`src/rtl/id_scoreboard.sv`:
```
// rtl/id_scoreboard.sv - decode-stage register hazard scoreboard
// Tracks in-flight writes per register and in total; stalls ID on RAW hazards or full tracking.
module id_scoreboard #(
    parameter int NREG     = 32,
    parameter int CNT_W    = 2,
    parameter int MAX_INFL = 4
) (
    input  logic                             clk,
    input  logic                             rst,
    input  logic                             id_valid,
    input  logic [4:0]                       id_rs1,
    input  logic [4:0]                       id_rs2,
    input  logic                             id_rs1_en,
    input  logic                             id_rs2_en,
    input  logic [4:0]                       id_rd,
    input  logic                             id_rf_we,
    output logic                             id_ready,
    input  logic                             wb_we,
    input  logic [4:0]                       wb_wR,
    input  logic                             kill_valid,
    input  logic [4:0]                       kill_wR,
    input  logic                             flush_all,
    output logic [$clog2(MAX_INFL+1)-1:0]    in_flight,
    output logic                             sb_busy,
    output logic                             sb_err
);

    localparam int TOT_W = $clog2(MAX_INFL + 1);
    localparam logic [CNT_W-1:0] CNT_MAX = '1;
    localparam logic [TOT_W-1:0] TOT_MAX = TOT_W'(MAX_INFL);

    logic [CNT_W-1:0] cnt     [NREG];
    logic [CNT_W-1:0] cnt_nxt [NREG];
    logic [CNT_W+1:0] cnt_sum [NREG];
    logic [TOT_W-1:0] tot;
    logic [TOT_W-1:0] tot_nxt;
    logic [TOT_W+1:0] tot_sum;
    logic             err;
    logic             under;

    logic raw;
    logic full;
    logic issue;
    logic wb_ev;
    logic kill_ev;

    // cnt[0] is held at zero, so x0 never reads as pending
    assign raw  = (id_rs1_en && cnt[id_rs1] != '0) || (id_rs2_en && cnt[id_rs2] != '0);
    assign full = id_rf_we && (id_rd != 5'd0) && (cnt[id_rd] == CNT_MAX || tot == TOT_MAX);
    assign id_ready = !raw && !full;

    assign issue   = id_valid && id_ready && id_rf_we && (id_rd != 5'd0);
    assign wb_ev   = wb_we && (wb_wR != 5'd0);
    assign kill_ev = kill_valid && (kill_wR != 5'd0);

    // Sums carry two extra bits: top bit flags underflow, next bit flags overflow
    always_comb begin
        under = 1'b0;
        for (int r = 0; r < NREG; r++) begin
            cnt_sum[r] = {2'b00, cnt[r]}
                       + (CNT_W+2)'(issue   && id_rd   == 5'(r))
                       - (CNT_W+2)'(wb_ev   && wb_wR   == 5'(r))
                       - (CNT_W+2)'(kill_ev && kill_wR == 5'(r));
            cnt_nxt[r] = cnt_sum[r][CNT_W-1:0];
            if (r == 0) begin
                cnt_nxt[r] = '0;
            end else if (cnt_sum[r][CNT_W+1]) begin
                cnt_nxt[r] = '0;
                under      = 1'b1;
            end else if (cnt_sum[r][CNT_W]) begin
                cnt_nxt[r] = CNT_MAX;
            end
        end

        tot_sum = {2'b00, tot}
                + (TOT_W+2)'(issue)
                - (TOT_W+2)'(wb_ev)
                - (TOT_W+2)'(kill_ev);
        tot_nxt = tot_sum[TOT_W-1:0];
        if (tot_sum[TOT_W+1]) begin
            tot_nxt = '0;
            under   = 1'b1;
        end else if (tot_sum[TOT_W]) begin
            tot_nxt = '1;
        end
    end

    always_ff @(posedge clk or posedge rst) begin
        if (rst) begin
            for (int r = 0; r < NREG; r++) cnt[r] <= '0;
            tot <= '0;
            err <= 1'b0;
        end else if (flush_all) begin
            for (int r = 0; r < NREG; r++) cnt[r] <= '0;
            tot <= '0;
        end else begin
            for (int r = 0; r < NREG; r++) cnt[r] <= cnt_nxt[r];
            tot <= tot_nxt;
            if (under) err <= 1'b1;
        end
    end

    assign in_flight = tot;
    assign sb_busy   = (tot != '0);
    assign sb_err    = err;

endmodule

```
`config.mk`:
```
export PLATFORM = sky130hd
export DESIGN_NAME = id_scoreboard
export DESIGN_NICKNAME = d
export VERILOG_FILES = /design/src/rtl/id_scoreboard.sv
export SDC_FILE = /design/constraint.sdc
export NUM_CORES = 1
export LEC_CHECK = 0
export BUFFER_PORTS_ARGS = -buffer_cell sky130_fd_sc_hd__clkbuf_2
export CAP_MARGIN = 5
export CORE_MARGIN = 2
export CORE_UTILIZATION = 45
export CTS_CLUSTER_SIZE = 40
export DETAILED_ROUTE_END_ITERATION = 10
export PLACE_DENSITY = 0.75
export RECOVER_POWER = 100
export SLEW_MARGIN = 30
export SYNTH_ARGS = -nofsm -noshare
export SYNTH_HDL_FRONTEND = slang
export SYNTH_SLANG_ARGS = --single-unit
export TNS_END_PERCENT = 5
```
`constraint.sdc`:
```
create_clock -name clk -period 3.6 [get_ports clk]
set_input_delay 0.18 -clock clk [delete_from_list [all_inputs] [get_ports clk]]
set_output_delay 0.18 -clock clk [all_outputs]
set_load 0.02 [all_outputs]
```
==> metrics.txt <==
Area after DPL=0.00968 mm2; measured slew at the worst slew-check pin=1.34 ns; worst hold margin=0.397 ns; Clock transition at path regs=0.06 ns; largest net degree at the start of global routing=36; via count=roughly 7700; MaxCap Viol Count=0; Final Cycle Share=108%; Post-DRT Antenna Nets=0; final cell count without fillers=1351; All-Layer GR Usage=27.9%; met1 wire length=about 11000 um; Design Area, Final=0.0104 mm2; post-synthesis instance total=946; Placed Instances=roughly 1300; Antenna Cells=0; wire per inst=19.8 um; CP bufs+invs=4; Period minus WS final=between 3 and 4 ns; cell area after synthesis=0.00828 mm2; peak supply drop=0.243 mV; most frequent cell after synthesis=inv_1; dpl hpwl=21200 um; Final setup viols=3; vias in the first global route=around 7600; Initial Util=46.0%; Critical Path Max Stage Delay=0.38 ns; CP cell instances=buf_4 > nor4_2 > a41oi_1 > a32oi_2 > o22ai_2 > a32o_2 > buf_6 > nor4b_4 > ha_2 > ha_4 > inv_2 > ha_4 > nor4_4 > buf_4 > nand4_1 > nor4_1 > o21bai_1; num rows=49; Yosys top cell by area=dfrtp_1; RSZ-0062 raised after global routing=yes; top cell type's share of synthesized area=19.9%; Hold Crit Class=in -> reg; # DRC=0; DR vias/cell=5.66; Worst EP required=3.83 ns; Synth area leaders=dfrtp_1, ha_1, fa_1; top cells by count, synth=inv_1, ha_1, nor2_1; Die ar.=roughly 0.020 mm2; net count after synthesis=1174; failing checks=negative setup slack; clock insertion delay at the later pin of the skew report=roughly 0.36 ns; PnR worst setup slack=-0.296 ns; leak pwr=5.09 nW; H-tree levels=3; asr flop ratio synth=100%; # nets final=1345; IO Count=40; Synth cell types=66; placement-stage worst setup slack=-0.432 ns; Max FO, Critical Path=5; headroom to the max-slew limit=10.4%; clock sinks=66; Max Fclk=0.257 GHz; FF-to-FF setup slack=-0.30 ns; Overflow after GRT=0; CTS tree=built; Placer Congestion=1.02; top_reg_cell synth=dfrtp_1; share of layout cells above drive strength 1=between 20% and 30%; CP Data Arrival Time=4.12 ns; DR pass1 iterations=7; DRT Wirelength=approximately 27000 um; CP Launch Type=flop; Core Region=0.0180 mm2; post-layout util=57.8%; Slew Limit Fails=0; number of port buffers=39; clock skew=0.00919 ns; global-route wire length before repair=41900 um; 1st-iter DRT viols=879; Critical-path top delay cell=dfrtp_1; status=complete, but fails checks; Avg Inst Size Synth=8.76 um2; EDFF count, synth=0; P per Cell Area=232 mW/mm2; Bufs on Longest Clock Path=2; type of the worst setup path=reg -> reg; Crit. End Element=flop; Die Span Y=140 um; sequential fraction of the synthesis area=19.9%; root buffer cell=clkbuf_16; Final Hold Viols=0; met3 routed WL=3120 um; initial antenna violation count=0; FF+latch count, synth=66; Top Layer Used=met4; Ys Warns=0; met2 WL=11900 um; die width=140 um; Num CTS Buffers=9; Top Family by Delay on Critical Path=simple AND/OR/NAND/NOR gates; Syn-to-layout area delta=25.7%
[per-stage QoR]
stage | setup TNS (ns) | total power [mW]
finish | -0.381 | 2.42
global placement | -0.693 | 1.42
global route | -0.772 | 2.52
CTS | -0.189 | 2.40
detailed placement | -0.669 | 1.44
floorplan | 0 | 1.17
[layout by cell type, fill, tap and decap left out, types with 7 or more instances in the layout]
cell,count
a211oi_1,36
buf_4,152
clkbuf_16,9
clkbuf_2,35
dfrtp_1,66
fa_1,65
ha_1,115
ha_2,8
inv_1,221
nand2_1,35
nand2b_1,12
nand3_1,24
nand4_1,7
nor2_1,103
nor2b_1,17
nor3_1,33
nor4_2,16
nor4_4,7
[cells by family after synthesis]
family	share of synthesized area (%)
xor gates and xnor gates	0.106
and+or+nand+nor	19.9
AOI/OAI and AO/OA	9.45
DFF	19.9
muxes	2.70
adders and majority gates	35.2
buffers and inverters	12.7
[per-layer routing]
metal	GRT usage (%)	up-vias
met3	5.09	104
li1	-	3430
met5	0	-
met1	39.0	3645
met2	44.0	473
met4	9.00	0
[layout make-up]
cell class	count	area [um2]
Inverter	225	845
Sequential cell	66	1650
Multi-Input combinational cell	614	5880
Tap cell	229	287
Clock buffer	9	225
Timing Repair Buffer	201	1450
Clock inverter	7	78.8
Fill cell	1585	7610
[worst paths after layout]
check | start | to | cells past startpoint
max | cnt[22]$_DFF_PP0_ | sb_err$_DFFE_PP0P_ | 17
min | flush_all | cnt[43]$_DFF_PP0_ | 2
max reg2reg | cnt[22]$_DFF_PP0_ | sb_err$_DFFE_PP0P_ | 17
min reg2reg | sb_err$_DFFE_PP0P_ | sb_err$_DFFE_PP0P_ | 1
max in group asynchronous | rst | cnt[41]$_DFF_PP0_ | 4
min in group asynchronous | rst | cnt[25]$_DFF_PP0_ | 3
[sequential cells by signal (all words and copies together) (netlist names)]
name       cells
cnt           62
in_flight      3
sb_err         1
[report_power, final]
| part | total, mW | internal (mW) | switching (mW) |
|---|---|---|---|
| sequential | 0.792 | 0.767 | 0.0250 |
| combinational | 0.693 | 0.274 | 0.419 |
| clock | 0.935 | 0.542 | 0.393 |
| total | 2.42 | 1.58 | 0.837 |
[what timing repair did]
action,in CTS,in global routing
hold buffers,1,0
pin swaps,24,18
buffers inserted,8,6
hold endpoints to repair,31,0
setup endpoints to repair,3,5
resized for setup,42,18
cloned,2,0
(Power assumes the default switching activity.)
